===== src/rtl/conv_sched_pkg.sv =====
// Shared types and elaboration helpers for the convolutional layer frame scheduler.
package conv_sched_pkg;

  typedef enum logic [1:0] {
    ST_IDLE   = 2'd0,
    ST_STREAM = 2'd1,
    ST_DRAIN  = 2'd2,
    ST_DONE   = 2'd3
  } conv_sched_state_t;

  // Windows per image dimension for a square image and filter.
  function automatic int out_dim(input int image, input int filter, input int stride);
    return (image - filter) / stride + 1;
  endfunction

  // Bits needed to hold every value from 0 up to and including max_count.
  function automatic int cnt_width(input int max_count);
    return (max_count < 1) ? 1 : $clog2(max_count + 1);
  endfunction

endpackage


===== src/rtl/frame_counter.sv =====
// Saturating up-counter with synchronous clear, count enable and terminal flag.
module frame_counter
  import conv_sched_pkg::*;
#(
  parameter int MAX_COUNT = 16,
  parameter int WIDTH     = cnt_width(MAX_COUNT)
) (
  input  logic             clk,
  input  logic             rst,
  input  logic             clear,
  input  logic             en,
  output logic [WIDTH-1:0] count,
  output logic             terminal
);

  assign terminal = (count == WIDTH'(MAX_COUNT));

  // NOTE: sequential state uses non-blocking assignments so every flop samples pre-edge values.
  always_ff @(posedge clk or posedge rst) begin
    if (rst) begin
      count <= '0;
    end else if (clear) begin
      count <= '0;
    end else if (en && !terminal) begin
      count <= count + WIDTH'(1);
    end
  end

endmodule


===== src/rtl/conv_layer_scheduler.sv =====
// Frame sequencer for one convolutional layer: input handshake, layer clock enable, output
// handshake with backpressure and frame completion. Define CONV_SCHED_PERF_EN for stall_cycles.
module conv_layer_scheduler
  import conv_sched_pkg::*;
#(
  parameter int IMAGE_SIZE  = 28,
  parameter int FILTER_SIZE = 3,
  parameter int STRIDE      = 1
) (
  input  logic        clk,
  input  logic        rst,
  input  logic        start,
  input  logic        in_valid,
  output logic        in_ready,
  output logic        layer_en,
  input  logic        layer_valid,
  output logic        out_valid,
  input  logic        out_ready,
  output logic        busy,
  output logic        done
`ifdef CONV_SCHED_PERF_EN
  ,
  output logic [31:0] stall_cycles
`endif
);

  localparam int OUT_SIZE  = out_dim(IMAGE_SIZE, FILTER_SIZE, STRIDE);
  localparam int PIX_TOTAL = IMAGE_SIZE * IMAGE_SIZE;
  localparam int OUT_TOTAL = OUT_SIZE * OUT_SIZE;
  localparam int PIX_W     = cnt_width(PIX_TOTAL);
  localparam int OUT_W     = cnt_width(OUT_TOTAL);

  localparam logic [1:0] S_IDLE   = ST_IDLE;
  localparam logic [1:0] S_STREAM = ST_STREAM;
  localparam logic [1:0] S_DRAIN  = ST_DRAIN;
  localparam logic [1:0] S_DONE   = ST_DONE;

  if ((IMAGE_SIZE - FILTER_SIZE) % STRIDE != 0) begin : g_bad_stride
    $error("conv_layer_scheduler: IMAGE_SIZE-FILTER_SIZE must be a multiple of STRIDE");
  end

  logic [1:0]       state;
  logic [1:0]       state_nxt;
  logic             fresh;
  logic             frame_start;
  logic             out_hs;
  logic [PIX_W-1:0] pix_count;
  logic             pix_terminal;
  logic [OUT_W-1:0] out_count;
  logic             out_terminal;
  logic             pix_last;
  logic             out_last;

  assign frame_start = (state == S_IDLE) && start;
  assign busy        = (state == S_STREAM) || (state == S_DRAIN);
  assign done        = (state == S_DONE);
  assign out_valid   = layer_valid && fresh && busy;
  assign out_hs      = out_valid && out_ready;
  // The layer only advances when any pending result is being taken this same edge.
  assign in_ready    = (state == S_STREAM) && (!out_valid || out_ready);
  assign layer_en    = in_valid && in_ready;
  assign pix_last    = (pix_count == PIX_W'(PIX_TOTAL - 1));
  assign out_last    = (out_count == OUT_W'(OUT_TOTAL - 1));

  frame_counter #(.MAX_COUNT(PIX_TOTAL), .WIDTH(PIX_W)) u_pix_counter (
    .clk      (clk),
    .rst      (rst),
    .clear    (frame_start),
    .en       (layer_en),
    .count    (pix_count),
    .terminal (pix_terminal)
  );

  frame_counter #(.MAX_COUNT(OUT_TOTAL), .WIDTH(OUT_W)) u_out_counter (
    .clk      (clk),
    .rst      (rst),
    .clear    (frame_start),
    .en       (out_hs),
    .count    (out_count),
    .terminal (out_terminal)
  );

  // A layer advance marks the new result unseen; it outranks a same-edge handshake clear.
  always_ff @(posedge clk or posedge rst) begin
    if (rst) begin
      fresh <= 1'b0;
    end else if (layer_en) begin
      fresh <= 1'b1;
    end else if (out_hs || frame_start) begin
      fresh <= 1'b0;
    end
  end

  // NOTE: state_nxt defaults to state before the case so no path leaves it unassigned (no latch).
  always_comb begin
    state_nxt = state;
    case (state)
      S_IDLE:   if (start) state_nxt = S_STREAM;
      S_STREAM: if ((layer_en && pix_last) || pix_terminal) state_nxt = S_DRAIN;
      S_DRAIN:  if (out_terminal || (out_hs && out_last)) state_nxt = S_DONE;
      S_DONE:   state_nxt = S_IDLE;
      default:  state_nxt = S_IDLE;
    endcase
  end

  always_ff @(posedge clk or posedge rst) begin
    if (rst) begin
      state <= S_IDLE;
    end else begin
      state <= state_nxt;
    end
  end

`ifdef CONV_SCHED_PERF_EN
  always_ff @(posedge clk or posedge rst) begin
    if (rst) begin
      stall_cycles <= '0;
    end else if (frame_start) begin
      stall_cycles <= '0;
    end else if (busy && out_valid && !out_ready) begin
      stall_cycles <= stall_cycles + 32'd1;
    end
  end
`endif

endmodule


===== config.mk =====
export PLATFORM = sky130hd
export DESIGN_NAME = conv_layer_scheduler
export DESIGN_NICKNAME = d
export VERILOG_FILES = /design/src/rtl/conv_sched_pkg.sv /design/src/rtl/frame_counter.sv /design/src/rtl/conv_layer_scheduler.sv
export SDC_FILE = /design/constraint.sdc
export NUM_CORES = 1
export LEC_CHECK = 0
export BUFFER_PORTS_ARGS = -buffer_cell sky130_fd_sc_hd__buf_2
export CAP_MARGIN = 20
export CORE_MARGIN = 2
export CORE_UTILIZATION = 59
export DETAILED_ROUTE_END_ITERATION = 16
export PLACE_DENSITY = 0.78
export SLEW_MARGIN = 20
export SYNTH_ARGS = -nofsm -noshare
export SYNTH_HDL_FRONTEND = slang
export SYNTH_SLANG_ARGS = --single-unit

===== constraint.sdc =====
create_clock -name clk -period 5.42 [get_ports clk]
set_input_delay 0.813 -clock clk [delete_from_list [all_inputs] [get_ports clk]]
set_output_delay 0.813 -clock clk [all_outputs]
set_load 0.01 [all_outputs]

* Yosys cells after proc, flatten, opt, wreduce, memory -nomap -nowiden
Index checks and enable logic that the tools add are counted.
** Operators by class
- Add/sub/neg operators :: 2
- Equality and inequality tests :: 10
- Mux-type cells :: 10
- Reductions and logical operators :: 23
** Operator list (count)
- $eq A10 B10 Y1 const B :: 4
- $mux W10 :: 4
- $add A10 B1 Y10 const B :: 2
- $logic_and A1 B1 Y1 :: 10
- $pmux W2 S4 :: 1
- $mux W2 :: 3
- $reduce_bool A2 Y1 :: 3
- $logic_or A1 B1 Y1 :: 5
- $eq A2 B2 Y1 const B :: 2
- $ne A2 B1 Y1 const B :: 2
- $logic_not A1 Y1 :: 3
- $reduce_and A3 Y1 :: 1
- $eq A2 B1 Y1 const B :: 1
- $logic_not A2 Y1 :: 1
- $mux W1 :: 2
- $ne A2 B2 Y1 const B :: 1
** Storage, ports and cells
- Flip-flop bits (word level) :: 23
- Bits of input ports :: 6
- Output and inout bits :: 5
- Logic and storage cells :: 49

* Logic depth before layout (Yosys ltp)
Gate-level depths: netlist of the first run.
- Depth after elaboration :: 11
- Gate-level depth with buffers :: 7
- Mapped depth without buffers :: 7

* Cells and area by module
Synthesis of the first run repeated with hierarchy kept, for this count alone.
** Second synthesis, totals
- Cells, all modules :: 162
- Area, all modules :: 1552.7 um2
** By module, submodules not included
- frame_counter (u_pix_counter) :: times used 1, cells each 65, area each 610.6 um2
- frame_counter (u_out_counter) :: times used 1, cells each 61, area each 594.3 um2
- conv_layer_scheduler :: times used 1, cells each 36, area each 347.8 um2

* Worst setup path after synthesis of the first run
OpenSTA, ideal clock, no wires.
- Path kind :: register to output
- Start :: reg state[0]
- End :: out layer_en
- Data arrival time :: 1374 ps
- Required time :: 4607 ps
- Setup slack :: 3233 ps
- Stages on the path, launching flop included :: 5
- Path buffers :: 0
- Cell sequence :: dfrtp_1 > inv_1 > ha_1 > nand4b_1 > nor2b_1
** Between the ends
- Cells in the longest elaborated chain, start to end :: 7
- Elaborated cells on any way between the ends :: 8
- Those cells by class :: eq/ne (2); reduce/logical (6)
** Ends and longest elaborated chain
- from (decl) :: line conv_layer_scheduler.sv:42 : logic [1:0] state;
- from (signal assigned) :: line conv_layer_scheduler.sv:110 : state <= state_nxt;
- $eq A2 B1 Y1 or $eq A2 B2 Y1 (tied branches) :: line conv_layer_scheduler.sv:55 : assign busy = (state == S_STREAM) || (state == S_DRAIN);
- $logic_or A1 B1 Y1 * :: line conv_layer_scheduler.sv:55
- named net busy :: line conv_layer_scheduler.sv:19 : output logic busy,
- $logic_and A1 B1 Y1 * :: line conv_layer_scheduler.sv:57 : assign out_valid = layer_valid && fresh && busy;
- $logic_not A1 Y1 * :: line conv_layer_scheduler.sv:60 : assign in_ready = (state == S_STREAM) && (!out_valid || out_ready);
- $logic_or A1 B1 Y1 * :: line conv_layer_scheduler.sv:60
- $logic_and A1 B1 Y1 * :: line conv_layer_scheduler.sv:60
- $logic_and A1 B1 Y1 * :: line conv_layer_scheduler.sv:61 : assign layer_en = in_valid && in_ready;
- to (decl) :: line conv_layer_scheduler.sv:15 : output logic layer_en,
Mark *: on every way through the listed nets, which the timed path passes. The rest lies on a longest branch.

* Final worst setup path of the first run
- Start :: reg state[1]
- End :: out layer_en
** Between the ends
- Cells in the longest elaborated chain, start to end :: 7
- Elaborated cells on any way between the ends :: 8
- Those cells by class :: eq/ne (2); reduce/logical (6)
** Ends and longest elaborated chain (line)
- $eq A2 B1 Y1 or $eq A2 B2 Y1 (tied branches) :: conv_layer_scheduler.sv:55, conv_layer_scheduler.sv:60
- $logic_or A1 B1 Y1 :: conv_layer_scheduler.sv:55
- $logic_and A1 B1 Y1 :: conv_layer_scheduler.sv:57
- $logic_not A1 Y1 :: conv_layer_scheduler.sv:60
- $logic_or A1 B1 Y1 :: conv_layer_scheduler.sv:60
- $logic_and A1 B1 Y1 * :: conv_layer_scheduler.sv:60
- $logic_and A1 B1 Y1 * :: conv_layer_scheduler.sv:61
Every way passes the cells marked *; elsewhere a longest branch is shown, timed or not.

==> summary.txt, run 1 <==
Setup path
  – Critical Path AT: 1.98 ns
  – WS Path Type: reg2out
  – CP max FO: 6
  – Worst R2R Setup Slack: 3.14 ns
  – Cell count of the worst reg-to-reg path: 7
  – Reg2reg start: state[1]
  – Startpoint class of the critical path: flip-flop
  – Crit path max-delay family: simple AND/OR/NAND/NOR gates
  – CP max stage cell: dfrtp_1
  – R2r endpoint: state[1]
  – Critical Path RT: 4.61 ns
  – Critical path cell sequence: inv_1 -> ha_1 -> nand4b_1 -> nor2b_1 -> buf_2
  – Delay of the slowest critical-path stage: 0.42 ns
  – CP Buf/Inv Count: 2
  – Worst setup EP type: output port

Clock network
  – CTS root buf: clkbuf_4
  – Clk pin slew, worst setup/hold paths: 0.12 ns
  – CTS Sinks: 23
  – H-tree Lvls: 1
  – Clock Path Buffers: 2
  – Num CTS Buffers: 3
  – CTS tree: done
  – Clk Latency, worst-skew pair: 0.30 ns
  – Number of setup buffers added after CTS: 0
  – Post_cts resized: 0
  – Hold_buf cts: 0

Detailed routing
  – Final WL: 2.47 mm
  – Pre-antenna DRT Iters: 4
  – Drt wl/cell: 13.7 µm
  – Initial DRC count: 30
  – DRC Markers: 0
  – DRT antenna net count: 0
  – Vias/cell: 5.59
  – Via Count: 1007

STA
  – Setup TNS: 0 ns
  – Slew @ Worst Pin: 0.880 ns
  – Worst Slack Setup Final: 2.63 ns
  – Worst slew margin: 0.413
  – Final worst path period need: 2.79 ns
  – Clock skew: 0.00613 ns
  – Final setup viols: 0
  – Final period util: 0.514
  – Final Hold Vio Count: 0
  – Max-slew violations: 0
  – Max Fclk: 0.359 GHz
  – Hold Slack: 0.556 ns
  – RSZ-0062 raised after global routing: false

Placed design
  – Placed cell areas: 1430 µm²
  – Pre-CTS WS: 2.89 ns
  – Port Buffer Count: 10
  – GP Congestion: 0.818
  – DP Wirelength: 1.82 mm

Die
  – Num ports: 11
  – Die width: 51.9 µm
  – Die Span Y: 51.9 µm
  – Die area: 2690 µm²
  – Core ar.: 2190 µm²
  – Starting Density: 0.617
  – FP Rows: 17

Synthesis
  – Cell Area, Synth: 1350 µm²
  – #FFs+latches synth: 23
  – Sequential share of the synthesized area: 0.426
  – Commonest cells post-synth: dfrtp_1, nor2_1, xor2_1
  – Ys flop type: dfrtp_1
  – Top cells by area, synth: dfrtp_1, ha_1, xor2_1
  – Cells after synthesis: 140
  – Post-synth EDFFs: 0
  – Top cell type's share of synthesized area: 0.426
  – Synth Area per Inst: 9.65 µm²
  – Ys Warns: 0
  – Number of distinct library cells after synthesis: 32
  – Biggest area consumer among synthesized cells: dfrtp_1
  – Synthesized net count: 155
  – Ys async rst share: 1.00

Flow run
  – Max-cap violations: 0

Cells and area
  – Final Instance Area: 1460 µm²
  – P&R area growth vs syn: 7.69%
  – Reg area: 576 µm²
  – Area occupied by multi-input gates: 731 µm²
  – Diode count: 0
  – Proportion of layout cells with a drive suffix above 1: 0.118
  – Final nets: 168
  – Fillers: 169

GRT
  – Initial antenna violation count: 0
  – First-pass GRT wire length: 4.18 mm
  – Number of global-route vias before repair: 982
  – All-layer global routing usage: 0.213
  – Grt ovf: 0
  – Largest net degree at the start of global routing: 24

Min path
  – Hold Startpoint: u_out_counter.count[9]
  – Worst Hold Depth: 2
  – WHS Endpoint: u_out_counter.count[9]
  – Hold Crit Class: reg2reg

Pwr
  – Overall power: 484 µW
  – P_leak: 0.679 nW
  – Pwr Density: 333 nW/µm²
  – Worst VDD drop: 200 µV

Status
  – Outcome: finished clean
-- metrics by stage --
step	utilization	cells
finish	0.664	180
global placement	0.652	176
floorplan	-	140
global route	0.664	180
CTS	0.664	180
detailed placement	0.652	176
-- power breakdown --
part           switching [mW]  internal (mW)
clock                  0.0495         0.0287
sequential             0.0573          0.213
combinational          0.0702         0.0654
total                   0.177          0.307
-- worst max-delay path by stage --
stage,start,end,depth (start not counted)
2_1_floorplan,state[0],layer_en,4
3_3_place_gp,out_ready,layer_en,4
3_5_place_dp,out_ready,layer_en,4
4_1_cts,state[0],layer_en,5
5_1_grt,state[0],layer_en,5
6_report,state[1],layer_en,5
-- cell families after synthesis --
logic type / Yosys count / share of synthesized area
AO/OA/AOI/OAI: 11 / 0.0593
XOR/XNOR: 16 / 0.104
adder cells (fa/ha/maj): 9 / 0.0833
buffers and inverters: 12 / 0.0333
flip-flops: 23 / 0.426
multiplexers: 3 / 0.0231
AND/OR/NAND/NOR: 66 / 0.271
-- flip-flops by register name (all words and copies together), names as in the netlist --
register,cells
fresh,1
state,2
u_out_counter.count,10
u_pix_counter.count,10
-- metal layers --
metal,routed length [µm],part of all wire,global-route usage
met1,1150,0.47,0.261
met2,1240,0.50,0.373
met3,68,0.028,0.0402
met4,17,0.0069,0.0702
met5,0,0,0
-- worst min-delay path: stages (launching register included) --
cell and delay, ns:
dfrtp_1 0.37, xor2_1 0.07, nor2_1 0.08
-- cells in the final DEF (no fill, tap or decap), types with 3 or more instances in the layout --
cell / count
nor2_1: 23
dfrtp_1: 23
xor2_1: 11
inv_1: 10
buf_2: 10
nand2_1: 9
ha_1: 9
nand3_1: 8
nand4_1: 6
xnor2_1: 5
and2_1: 4
a21oi_1: 3
and3_1: 3
and4_1: 3
clkbuf_4: 3
-- area by class of cell --
class                           instances  area share
Inverter                               10      0.0258
Tap cell                               28      0.0241
Multi-Input combinational cell        105       0.502
Timing Repair Buffer                   10      0.0344
Clock buffer                            4      0.0181
Sequential cell                        23       0.396
Power figures use the tool's default switching activity.
==> run 2: changes to the inputs <==
- ABC_AREA: unset -> 1
- PLACE_DENSITY: 0.78 -> 0.77
- clock period: 5.42 -> 2.7 ns (I/O delays scaled with it)
==> run 2 against run 1 <==
Clock power grew 110%. Setup slack lost 2.0 ns. Die area grew 20%. Combinational power grew to 4.1 times the previous value. Sequential power grew 80%. Largest cell class unchanged. Via count grew 44%.
==> summary.txt, run 2 <==
Min path
  – Hold Crit Class: in2async

GRT
  – Initial antenna violation count: 0
  – All-layer global routing usage: 0.221
  – Number of global-route vias before repair: 1315
  – Largest net degree at the start of global routing: 24
  – First-pass GRT wire length: 5.66 mm
  – Grt ovf: 0

Synthesis
  – Sequential share of the synthesized area: 0.349
  – Synth Area per Inst: 7.39 µm²
  – Cells after synthesis: 223
  – Top cells by area, synth: dfrtp_1, nand2_1, inv_1
  – #FFs+latches synth: 23
  – Ys Warns: 0
  – Ys flop type: dfrtp_1
  – Number of distinct library cells after synthesis: 27
  – Cell Area, Synth: 1650 µm²
  – Biggest area consumer among synthesized cells: dfrtp_1
  – Top cell type's share of synthesized area: 0.349
  – Ys async rst share: 1.00
  – Top-count cell post-synth: nand2_1
  – Commonest cells post-synth: nand2_1, inv_1, dfrtp_1
  – Post-synth EDFFs: 0
  – Synthesized net count: 238

Cells and area
  – Area occupied by multi-input gates: 916 µm²
  – Top Registers: u_out_counter.count (10), u_pix_counter.count (10), state (2)
  – Commonest non-fill, non-tap cell in the layout: nand2_1
  – Diode count: 0
  – Fillers: 243
  – Final Instance Area: 1750 µm²
  – Reg area: 576 µm²
  – P&R area growth vs syn: 6.37%
  – Proportion of layout cells with a drive suffix above 1: 0.178
  – Final Util: 0.647
  – Final nets: 252
  – Most frequent cells in the layout: nand2_1, inv_1, dfrtp_1

Placed design
  – Port Buffer Count: 10
  – GP Congestion: 0.875
  – Placed cell areas: 1730 µm²
  – DP Wirelength: 2.45 mm

Status
  – Outcome: finished clean

Clock network
  – Clk pin slew, worst setup/hold paths: 0.13 ns
  – CTS tree: done
  – CTS root buf: clkbuf_4
  – H-tree Lvls: 1
  – Post_cts resized: 0
  – Clock Path Buffers: 2
  – Clk Latency, worst-skew pair: 0.31 ns
  – Hold_buf cts: 0
  – Number of setup buffers added after CTS: 0
  – Num CTS Buffers: 3
  – CTS Sinks: 23

STA
  – Final setup viols: 0
  – Clock skew: 0.0104 ns
  – Final period util: 0.782
  – Hold Slack: 0.260 ns
  – RSZ-0062 raised after global routing: false
  – Slew @ Worst Pin: 0.901 ns
  – Max-slew violations: 0
  – Final worst path period need: 2.11 ns
  – Max Fclk: 0.474 GHz
  – Worst slew margin: 0.399
  – Setup TNS: 0 ns
  – Final Hold Vio Count: 0

Setup path
  – CP max stage cell: dfrtp_1
  – WS Path Type: reg2out
  – CP max FO: 5
  – Critical Path RT: 2.30 ns
  – Critical Path AT: 1.71 ns
  – Crit path max-delay family: flip-flops
  – Cell mode on critical path: inv_1
  – Startpoint class of the critical path: flip-flop
  – Critical path cell sequence: inv_1 -> ha_1 -> nand4_1 -> nand3_2 -> inv_1 -> buf_2
  – Worst setup EP type: output port
  – CP Buf/Inv Count: 3
  – Delay of the slowest critical-path stage: 0.42 ns

Detailed routing
  – DRC Markers: 0
  – Drt wl/cell: 12.1 µm
  – Pre-antenna DRT Iters: 4
  – Vias/cell: 5.44
  – Initial DRC count: 71
  – Final WL: 3.23 mm
  – DRT antenna net count: 0
  – Via Count: 1453

Flow run
  – Max-cap violations: 0

Pwr
  – P_leak: 0.864 nW
  – Worst VDD drop: 548 µV
  – Pwr Density: 687 nW/µm²

Die
  – FP Rows: 19
  – Die area: 3230 µm²
  – Die width: 56.9 µm
  – Num ports: 11
  – Core ar.: 2710 µm²
  – Die Span Y: 56.9 µm
  – Starting Density: 0.608
[run 2: changes by cell type in the layout (fill, tap and decap cells not counted), moves of 5 or more]
cell     delta
o21ai_1     +9
nor2_2      +5
xnor2_1     -5
nor2_1     -11
nand3_1    +12
nor3_1      +8
nand2_1    +45
inv_1      +24
xor2_1      -9
nand4_1     +9
[run 2: logic make-up (layout without fill, tap and decap cells)]
kind of cell / after synthesis / in the layout / share of synthesized area
AOI/OAI and AO/OA: 20 / 20 / 0.0789
xor gates and xnor gates: 2 / 2 / 0.0106
adders and majority gates: 9 / 9 / 0.0683
buffers and inverters: 39 / 52 / 0.0956
DFF: 23 / 23 / 0.349
and+or+nand+nor: 130 / 130 / 0.398
[run 2: worst register-to-register path, delay by kind of cell (launching register included)]
kind | cells | cell delay [ns]
DFF | 1 | 0.42
AOI/OAI and AO/OA | 1 | 0.05
adders and majority gates | 1 | 0.21
buffers and inverters | 2 | 0.38
and+or+nand+nor | 3 | 0.59
[run 2: final timing paths]
kind                           from                     end  slack (ns)  cells after the start
setup / recovery           state[0]                layer_en        0.59                      6
hold / removal                  rst                state[1]        0.26                      2
setup reg to reg           state[0]  u_pix_counter.count[3]        0.95                      7
hold reg to reg            state[0]                state[0]        0.55                      2
max in group asynchronous       rst  u_pix_counter.count[2]        1.88                      2
min in group clk           in_valid                   fresh        0.37                      3
[run 2: cell type report]
cell class,instances,share of cell area
Sequential cell,23,0.328
Timing Repair Buffer,11,0.0328
Multi-Input combinational cell,161,0.522
Clock inverter,1,0.00285
Clock buffer,3,0.0128
Inverter,37,0.0792
Tap cell,31,0.0221
[run 2: per-layer routing]
layer | track usage | up-vias | wire length [µm] | part of all wire
met5 | 0 | - | 0 | 0
li1 | - | 751 | - | -
met2 | 0.355 | 35 | 1460 | 0.45
met1 | 0.318 | 663 | 1560 | 0.48
met3 | 0.0230 | 4 | 181 | 0.056
met4 | 0.0598 | 0 | 32 | 0.0099
[run 2: through the flow]
step                      power [mW]  instances  worst slack [ns]
final                           1.21        267             0.588
after global routing            1.31        267             0.431
after CTS                       1.22        267             0.565
after detailed placement        1.05        263             0.941
after global placement          1.04        263             0.989
after floorplan                0.915        223              1.00
[run 2: power breakdown]
group / internal (mW) / total [mW] / switching (mW)
logic: 0.196 / 0.560 / 0.364
registers: 0.409 / 0.485 / 0.0754
clock network: 0.0553 / 0.161 / 0.105
total: 0.661 / 1.21 / 0.544
